**src/rtl/mem_readback_unit_if.sv**
```systemverilog
// ---------------------------------------------------------------------------
// mem_readback_unit_if
// Bus bundle for the memory readback engine.
//   Memory read port : r_enable, r_adrs (engine -> memory), r_data (memory -> engine)
//   Host stream      : rd_data, rd_adrs, rd_valid (engine -> host), rd_ready (host -> engine)
// master = readback engine side, slave = memory + host side.
// ---------------------------------------------------------------------------
interface mem_readback_unit_if #(
  parameter int ADDR_WIDTH = 11,
  parameter int DATA_WIDTH = 32
);
  logic                  r_enable;
  logic [ADDR_WIDTH-1:0] r_adrs;
  logic [DATA_WIDTH-1:0] r_data;
  logic [DATA_WIDTH-1:0] rd_data;
  logic [ADDR_WIDTH-1:0] rd_adrs;
  logic                  rd_valid;
  logic                  rd_ready;

  modport master (
    output r_enable, r_adrs,
    input  r_data,
    output rd_data, rd_adrs, rd_valid,
    input  rd_ready
  );

  modport slave (
    input  r_enable, r_adrs,
    output r_data,
    input  rd_data, rd_adrs, rd_valid,
    output rd_ready
  );
endinterface

```
**src/rtl/mem_readback_unit.sv**
```systemverilog
// ---------------------------------------------------------------------------
// mem_readback_unit
// Debug readback engine: while the CPU is halted, reads an inclusive address
// range from the memory read port one word at a time and hands each word,
// tagged with its address, to a host over a valid/ready handshake.
//
// Ports
//   clk, resetn          : clock (rising edge), synchronous active-low reset
//   cpu_en               : CPU run enable; dumps only run while this is 0
//   start                : dump request, sampled in IDLE only
//   start_adrs, end_adrs : inclusive range to dump
//   rb (master)          : memory read port + host word stream
//   busy                 : dump in progress (ISSUE..HOLD of last word)
//   done                 : one-cycle pulse after the last word is accepted
//   err                  : sticky; set on rejected start or abort
// ---------------------------------------------------------------------------
module mem_readback_unit #(
  parameter int ADDR_WIDTH = 11,
  parameter int DATA_WIDTH = 32,
  parameter int RD_LATENCY = 1
) (
  input  logic                  clk,
  input  logic                  resetn,
  input  logic                  cpu_en,
  input  logic                  start,
  input  logic [ADDR_WIDTH-1:0] start_adrs,
  input  logic [ADDR_WIDTH-1:0] end_adrs,
  mem_readback_unit_if.master   rb,
  output logic                  busy,
  output logic                  done,
  output logic                  err
);

  localparam int CW = 3;

  typedef enum logic [2:0] {
    S_IDLE, S_ISSUE, S_WAIT, S_HOLD, S_FINISH
  } state_t;

  state_t                state_q;
  logic [ADDR_WIDTH-1:0] cur_q, last_q;
  logic [CW-1:0]         cnt_q;
  logic                  r_enable_q, rd_valid_q, busy_q, done_q, err_q;
  logic [ADDR_WIDTH-1:0] r_adrs_q, rd_adrs_q;
  logic [DATA_WIDTH-1:0] rd_data_q;

  // Outputs are driven straight from registers; each is set on entry to the
  // state that owns it so it is visible for that state's whole cycle.
  always_ff @(posedge clk) begin
    if (!resetn) begin
      state_q    <= S_IDLE;
      cur_q      <= '0;
      last_q     <= '0;
      cnt_q      <= '0;
      r_enable_q <= 1'b0;
      r_adrs_q   <= '0;
      rd_valid_q <= 1'b0;
      rd_adrs_q  <= '0;
      rd_data_q  <= '0;
      busy_q     <= 1'b0;
      done_q     <= 1'b0;
      err_q      <= 1'b0;
    end else if (state_q != S_IDLE && cpu_en) begin
      // CPU restarted under us: abandon the dump, no done pulse.
      state_q    <= S_IDLE;
      r_enable_q <= 1'b0;
      rd_valid_q <= 1'b0;
      busy_q     <= 1'b0;
      done_q     <= 1'b0;
      err_q      <= 1'b1;
    end else begin
      done_q <= 1'b0;
      unique case (state_q)
        S_IDLE: begin
          if (start) begin
            if (!cpu_en && (start_adrs <= end_adrs)) begin
              cur_q      <= start_adrs;
              last_q     <= end_adrs;
              err_q      <= 1'b0;
              r_enable_q <= 1'b1;
              r_adrs_q   <= start_adrs;
              busy_q     <= 1'b1;
              state_q    <= S_ISSUE;
            end else begin
              err_q <= 1'b1;
            end
          end
        end
        S_ISSUE: begin
          r_enable_q <= 1'b0;
          cnt_q      <= CW'(RD_LATENCY - 1);
          state_q    <= S_WAIT;
        end
        S_WAIT: begin
          // Stay RD_LATENCY cycles so r_data is the word for cur_q.
          if (cnt_q == '0) begin
            rd_data_q  <= rb.r_data;
            rd_adrs_q  <= cur_q;
            rd_valid_q <= 1'b1;
            state_q    <= S_HOLD;
          end else begin
            cnt_q <= cnt_q - 1'b1;
          end
        end
        S_HOLD: begin
          if (rb.rd_ready) begin
            rd_valid_q <= 1'b0;
            // Compare before incrementing so end_adrs = max never wraps.
            if (cur_q == last_q) begin
              busy_q  <= 1'b0;
              done_q  <= 1'b1;
              state_q <= S_FINISH;
            end else begin
              cur_q      <= cur_q + 1'b1;
              r_adrs_q   <= cur_q + 1'b1;
              r_enable_q <= 1'b1;
              state_q    <= S_ISSUE;
            end
          end
        end
        S_FINISH: state_q <= S_IDLE;
        default:  state_q <= S_IDLE;
      endcase
    end
  end

  assign rb.r_enable = r_enable_q;
  assign rb.r_adrs   = r_adrs_q;
  assign rb.rd_valid = rd_valid_q;
  assign rb.rd_adrs  = rd_adrs_q;
  assign rb.rd_data  = rd_data_q;
  assign busy        = busy_q;
  assign done        = done_q;
  assign err         = err_q;

endmodule

```
**src/flat_wrapper.sv**
```systemverilog
// flat-port wrapper written by rule: the top's interface ports become plain ports
module mem_readback_unit_flat 
#(
  parameter int ADDR_WIDTH = 11,
  parameter int DATA_WIDTH = 32,
  parameter int RD_LATENCY = 1
)
  (clk, resetn, cpu_en, start, start_adrs, end_adrs, busy, done, err, rb_r_enable, rb_r_adrs, rb_r_data, rb_rd_data, rb_rd_adrs, rb_rd_valid, rb_rd_ready);
  mem_readback_unit_if #(.ADDR_WIDTH(ADDR_WIDTH), .DATA_WIDTH(DATA_WIDTH)) rb_i ();
  input  logic clk;
  input  logic resetn;
  input  logic cpu_en;
  input  logic start;
  input  logic [ADDR_WIDTH-1:0] start_adrs;
  input  logic [ADDR_WIDTH-1:0] end_adrs;
  output logic busy;
  output logic done;
  output logic err;
  output wire logic [$bits(rb_i.r_enable)-1:0] rb_r_enable;
  output wire logic [$bits(rb_i.r_adrs)-1:0] rb_r_adrs;
  input wire logic [$bits(rb_i.r_data)-1:0] rb_r_data;
  output wire logic [$bits(rb_i.rd_data)-1:0] rb_rd_data;
  output wire logic [$bits(rb_i.rd_adrs)-1:0] rb_rd_adrs;
  output wire logic [$bits(rb_i.rd_valid)-1:0] rb_rd_valid;
  input wire logic [$bits(rb_i.rd_ready)-1:0] rb_rd_ready;
  assign rb_r_enable = rb_i.r_enable;
  assign rb_r_adrs = rb_i.r_adrs;
  assign rb_i.r_data = rb_r_data;
  assign rb_rd_data = rb_i.rd_data;
  assign rb_rd_adrs = rb_i.rd_adrs;
  assign rb_rd_valid = rb_i.rd_valid;
  assign rb_i.rd_ready = rb_rd_ready;
  mem_readback_unit #(.ADDR_WIDTH(ADDR_WIDTH), .DATA_WIDTH(DATA_WIDTH), .RD_LATENCY(RD_LATENCY)) u_core (.clk(clk), .resetn(resetn), .cpu_en(cpu_en), .start(start), .start_adrs(start_adrs), .end_adrs(end_adrs), .rb(rb_i), .busy(busy), .done(done), .err(err));
endmodule
```
**config.mk**
```make
export PLATFORM = sky130hd
export DESIGN_NAME = mem_readback_unit_flat
export DESIGN_NICKNAME = d
export VERILOG_FILES = /design/src/rtl/mem_readback_unit_if.sv /design/src/rtl/mem_readback_unit.sv /design/src/flat_wrapper.sv
export SDC_FILE = /design/constraint.sdc
export NUM_CORES = 1
export LEC_CHECK = 0
export BUFFER_PORTS_ARGS = -buffer_cell sky130_fd_sc_hd__buf_2
export CAP_MARGIN = 40
export CORE_MARGIN = 4
export CORE_UTILIZATION = 55
export CTS_CLUSTER_DIAMETER = 50
export CTS_CLUSTER_SIZE = 30
export DETAILED_ROUTE_END_ITERATION = 6
export PLACE_DENSITY = 0.86
export SYNTH_ARGS = -nofsm -noshare
export SYNTH_HDL_FRONTEND = slang
export SYNTH_SLANG_ARGS = --single-unit
```
**constraint.sdc**
```tcl
create_clock -name clk -period 5.6 [get_ports clk]
set_clock_uncertainty 0.15 [all_clocks]
set_input_delay 0.28 -clock clk [delete_from_list [all_inputs] [get_ports clk]]
set_output_delay 0.28 -clock clk [all_outputs]
set_load 0.03 [all_outputs]
```
Word-level counts from Yosys, hierarchy flattened
Index checks and enable logic that the tools add are counted.
{"block": "word_totals", "output_inout_bits": 59, "ramBits": 0, "memories": 0, "rom_bits": 0, "wordCells": 81, "ff_bits": 76, "latchBits": 0, "inputBits": 59}
{"block": "op_classes", "div": 0, "n_addsub": 2, "n_lt_le_gt_ge": 1, "eq_ne": 11, "n_reduce_logical": 23, "bitwise_logic": 4, "shifts": 0, "multipliers": 0, "muxes": 29}
{"cell": "11-bit 2-to-1 mux", "n": 4}
{"cell": "11-bit one-hot mux with 2 select lines", "n": 1}
{"cell": "3-bit 2-to-1 mux", "n": 6}
{"cell": "1-bit 2-to-1 mux", "n": 13}
{"cell": "3-bit one-hot mux with 4 select lines", "n": 1}
{"cell": "11-bit by 1-bit adder with 11-bit output (second input constant)", "n": 1}
{"cell": "11-bit == test", "n": 1}
{"cell": "11-bit less-or-equal comparator", "n": 1}
{"cell": "5-bit AND reduction", "n": 2}
{"cell": "2-bit nonzero test", "n": 5}
{"cell": "3-bit AND reduction", "n": 3}
{"cell": "2-bit inequality test (second input constant)", "n": 4}
{"cell": "4-bit AND reduction", "n": 2}
{"cell": "3-bit by 2-bit == test with 1-bit output (second input constant)", "n": 2}
{"cell": "3-bit logical NOT", "n": 2}
{"cell": "2-bit by 1-bit inequality test with 1-bit output (second input constant)", "n": 3}
{"cell": "3-bit one-hot mux with 2 select lines", "n": 1}
{"cell": "6-bit AND reduction", "n": 1}
{"cell": "3-bit nonzero test", "n": 2}
{"cell": "1-bit NOT", "n": 4}
{"cell": "1-bit one-hot mux with 2 select lines", "n": 2}
{"cell": "4-bit OR reduction", "n": 1}
{"cell": "3-bit by 1-bit == test with 1-bit output (second input constant)", "n": 1}
{"cell": "1-bit one-hot mux with 3 select lines", "n": 1}
{"cell": "other kinds (5)", "n": 6}

Longest topological paths before layout
{"block": "logic_depth", "ltp_word": 6, "ltp_mapped": 9, "depth_no_buf": 8}

Least setup slack after synthesis
No wires, ideal clock.
{"block": "synth_path", "path_type": "input to register", "start": "input end_adrs[6]", "end": "register u_core.cur_q[9]", "t_required_ps": 5316, "cell_stages": 9, "path_slack_ps": 3413, "setup_ps": 134, "arrival_time_ps": 1902, "path_buffers": 1, "path_cell_list": "inv_1 > ha_1 > a21oi_2 > o21ai_2 > a2111oi_4 > nor3_2 > buf_2 > o311ai_0 > o31ai_1"}
{"block": "synth_between", "elab_chain_cells": 4}
{"item": "start, declared", "line_no": "flat_wrapper.sv:15", "rtl": "input logic [ADDR_WIDTH-1:0] end_adrs;"}
{"item": "11-bit less-or-equal comparator", "line_no": "mem_readback_unit.sv:76", "rtl": "if (!cpu_en && (start_adrs <= end_adrs)) begin"}
{"item": "1-bit logical AND", "line_no": "mem_readback_unit.sv:76"}
{"item": "2-bit by 1-bit inequality test with 1-bit output (no source line)"}
{"item": "6-bit AND reduction (no source line)"}
{"item": "end signal, assigned", "line_no": "mem_readback_unit.sv:77", "rtl": "cur_q <= start_adrs;"}
{"item": "end signal, assigned", "line_no": "mem_readback_unit.sv:114", "rtl": "cur_q <= cur_q + 1'b1;"}
{"item": "end, declared", "line_no": "mem_readback_unit.sv:41", "rtl": "logic [ADDR_WIDTH-1:0] cur_q, last_q;"}
Every way passes these cells.
A chain may end at the register's enable or synchronous reset.

Worst setup path in the final report
{"block": "layout_path", "start": "register u_core.state_q[0]", "end": "register u_core.cur_q[7]"}
{"block": "layout_between", "elab_chain_cells": 4, "elab_cells_between_ends": 12, "classes_between": "5 x eq/ne; 1 x mux; 1 x bitwise; 5 x reduce/logical"}
{"item": "start, declared", "line_no": "mem_readback_unit.sv:40", "rtl": "state_t state_q;"}
{"item": "start signal, assigned", "line_no": "mem_readback_unit.sv:51", "rtl": "state_q <= S_IDLE;"}
{"item": "start signal, assigned", "line_no": "mem_readback_unit.sv:65", "rtl": "state_q <= S_IDLE;"}
{"item": "start signal, assigned", "line_no": "mem_readback_unit.sv:83", "rtl": "state_q <= S_ISSUE;"}
{"item": "parallel branches: the longest is 4 deep, another holds 6-bit AND reduction"}
Several ways; the timed one is not identified.

==> metrics.md <==
| Metric | Value |
|---|---|
| Outcome | completed |
| Area Growth Syn to Fin | 21.6% |
| Met3 Resource Use GR | 5.71% |
| # port buffers | 117 |
| Top cell by count, worst path | nand3b_2 |
| Post-detailed-route count of antenna-violating nets | 0 |
| CP cell instances | nand3b_2 > or4_4 > nand3b_2 > or2_4 > o221a_2 |
| First-pass GRT wire length | 14,700 um |
| Via Count | 3,460 |
| Root Driver | clkbuf_8 |
| Register area share after synthesis | 41.6% |
| Layout Nets | 624 |
| Cells after synthesis | 450 |
| Inserted Clock Buffers | 9 |
| Hold_ws | 0.0161 ns |
| Startpoint Class | register |
| Met2 usage | 38.0% |
| CTS tree | built |
| H-Tree Level Count | 3 |
| Initial Util | 57.3% |
| Antenna diode count | 0 |
| Clock period minus worst slack | 2.81 ns |
| Pre-antenna DRT Iters | 4 |
| Required @ worst endpoint | 5.74 ns |
| Clk buf depth | 2 |
| Max Cap Violations | 0 |
| Worst VDD drop | 237 uV |
| Family with the most delay on the worst path | simple AND/OR/NAND/NOR gates |
| Max FO, Critical Path | 35 |
| Core ar. | 0.00639 mm^2 |
| WP depth | 5 |
| DP Worst Slack | 2.85 ns |
| Top FF cell, synth | dfxtp_1 |
| CTS Sinks | 76 |
| Commonest non-fill, non-tap cell in the layout | buf_2 |
| Highest-delay cell along the critical path | or4_4 |
| Worst stage delay on the critical path | 0.72 ns |
| DP Wirelength | 6850 um |
| CP Class | register to register |
| Max Clk Rate | 356 MHz |
| Total Neg Setup Slack | 0 ns |
| Reg clk slew, reported paths | 0.08 ns |
| Count of state elements after synthesis | 76 |
| Hold Fails Final Rpt | 0 |
| Num rows | 29 |
| Gr ovfl total | 0 |
| Die area | 0.00802 mm^2 |
| Cells on worst reg2reg path | 5 |
| Final worst slack | 2.79 ns |
| CTS resizes | 0 |
| GPL Wtd Cong | 0.918 |
| Gr usage total | 23.6% |
| Post CTS Setup Buffer Count | 0 |
| Largest net degree at the start of global routing | 44 |
| Leak | 1.93 nW |
| DR vias/cell | 5.47 |
| # setup viols final | 0 |
| DIE WIDTH | 89.5 um |
| Clock latency on the worst-skew pair | 0.35 ns |
| Slew @ Worst Pin | 0.691 ns |
| Pins over their slew limit | 0 |
| Global route hottest layer | met2 |
| RSZ-0062 raised after global routing | no |
| Async set-or-reset flop fraction in the synthesized netlist | 0% |
| DRT iter0 DRCs | 183 |
| Synthesized area per cell | 8.13 um^2 |
| Hold depth | 3 |
| Cell variety after synth | 52 |
| Buffers & Inverters on Critical Path | 0 |
| Final WL | 9300 um |
| Hold_buf cts | 3 |
| Critical path endpoint category | register |
| Arrival @ worst endpoint | 2.95 ns |
| Ports | 118 |
| Final core utilization | 69.6% |
| Syn Nets | 523 |
| Drt wl/cell | 14.7 um |
| Most frequent cells in the layout | buf_2, nand2_1, dfxtp_1, a21oi_1, nor2_1 |
| HP Class | input pin to register |
| Die height | 89.5 um |
| Mapped cell area | 0.00366 mm^2 |
| DR DRC count | 0 |
| Initial antenna violation count | 0 |
| Final Cycle Share | 50.1% |
| Layout cells sized above 1 | 28.6% |
| Number of synthesis warnings | 0 |
| Post-route cell area | 0.00445 mm^2 |
| PwrDens | 401 mW/mm^2 |
| Post-synth EDFFs | 0 |
| M1 GR Usage | 30.2% |
| Placed Area | 0.00423 mm^2 |
| Slew HR | 53.7% |
| Vias in the first global route | 3,155 |
logic make-up (layout without fill, tap and decap cells):
| family | after synthesis | in the layout | synth area share, % |
|---|---|---|---|
| AOI/OAI and AO/OA | 110 | 110 | 21.0 |
| xor gates and xnor gates | 12 | 12 | 2.87 |
| adders and majority gates | 14 | 14 | 4.79 |
| buffers and inverters | 51 | 156 | 6.26 |
| DFF | 76 | 76 | 41.6 |
| muxes | 1 | 1 | 0.274 |
| and+or+nand+nor | 186 | 186 | 23.2 |
power by group:
part / total [mW] / switching [mW] / leakage (nW) / internal, mW
Clock: 0.406 / 0.191 / 0.0914 / 0.215
Combinational: 0.651 / 0.425 / 1.22 / 0.227
Sequential: 0.726 / 0.108 / 0.616 / 0.618
worst min-delay path: stages:
cell and delay (ns):
buf_2 0.09, nand2_1 0.04, a21oi_1 0.05
state kept, by name, indices dropped and copies added, names as in the netlist:
signal	flops
u_core.rb.rd_data	32
u_core.cur_q	11
u_core.last_q	11
u_core.rb.rd_adrs	11
u_core.cnt_q	3
u_core.state_q	3
u_core.busy	1
u_core.done	1
u_core.err	1
u_core.rb.r_enable	1
u_core.rb.rd_valid	1
final timing paths:
path	start	endpoint	slack, ns
setup / recovery	u_core.state_q[0]	u_core.cur_q[7]	2.79
hold / removal	rb_r_data[11]	u_core.rb.rd_data[11]	0.02
setup reg to reg	u_core.state_q[0]	u_core.cur_q[7]	2.79
hold reg to reg	u_core.busy	u_core.busy	0.30
Yosys cell counts (all sizes together), types with 6 or more instances:
cell type / instances / area share [%]
o21ai: 9 / 1.4
and3: 6 / 1.0
clkbuf: 22 / 2.3
a21oi: 61 / 8.7
nor2: 21 / 2.2
inv: 17 / 1.7
nand3: 16 / 2.2
buf: 12 / 2.2
xnor2: 11 / 2.6
dfxtp: 76 / 42
nor3: 15 / 2.2
nand2: 103 / 11
ha: 14 / 4.8
o31ai: 15 / 3.4
layer usage:
layer  wire [um]  vias up
met5           0        -
met4         132        0
met3         810       13
met2        4480      140
met1        3880     1543
li1            -     1764
stage by stage:
stage	cells	total power, mW
after floorplan	450	1.24
after global placement	613	1.36
after detailed placement	614	1.38
after CTS	632	1.79
after global routing	632	1.89
final	632	1.78
cell type report:
cell class | count | area, um^2
Multi-Input combinational cell | 323 | 1920
Clock inverter | 4 | 50.0
Tap cell | 77 | 96.3
Fill cell | 518 | 1940
Clock buffer | 11 | 141
Inverter | 17 | 63.8
Sequential cell | 76 | 1520
Timing Repair Buffer | 124 | 658
(Power assumes the default switching activity.)
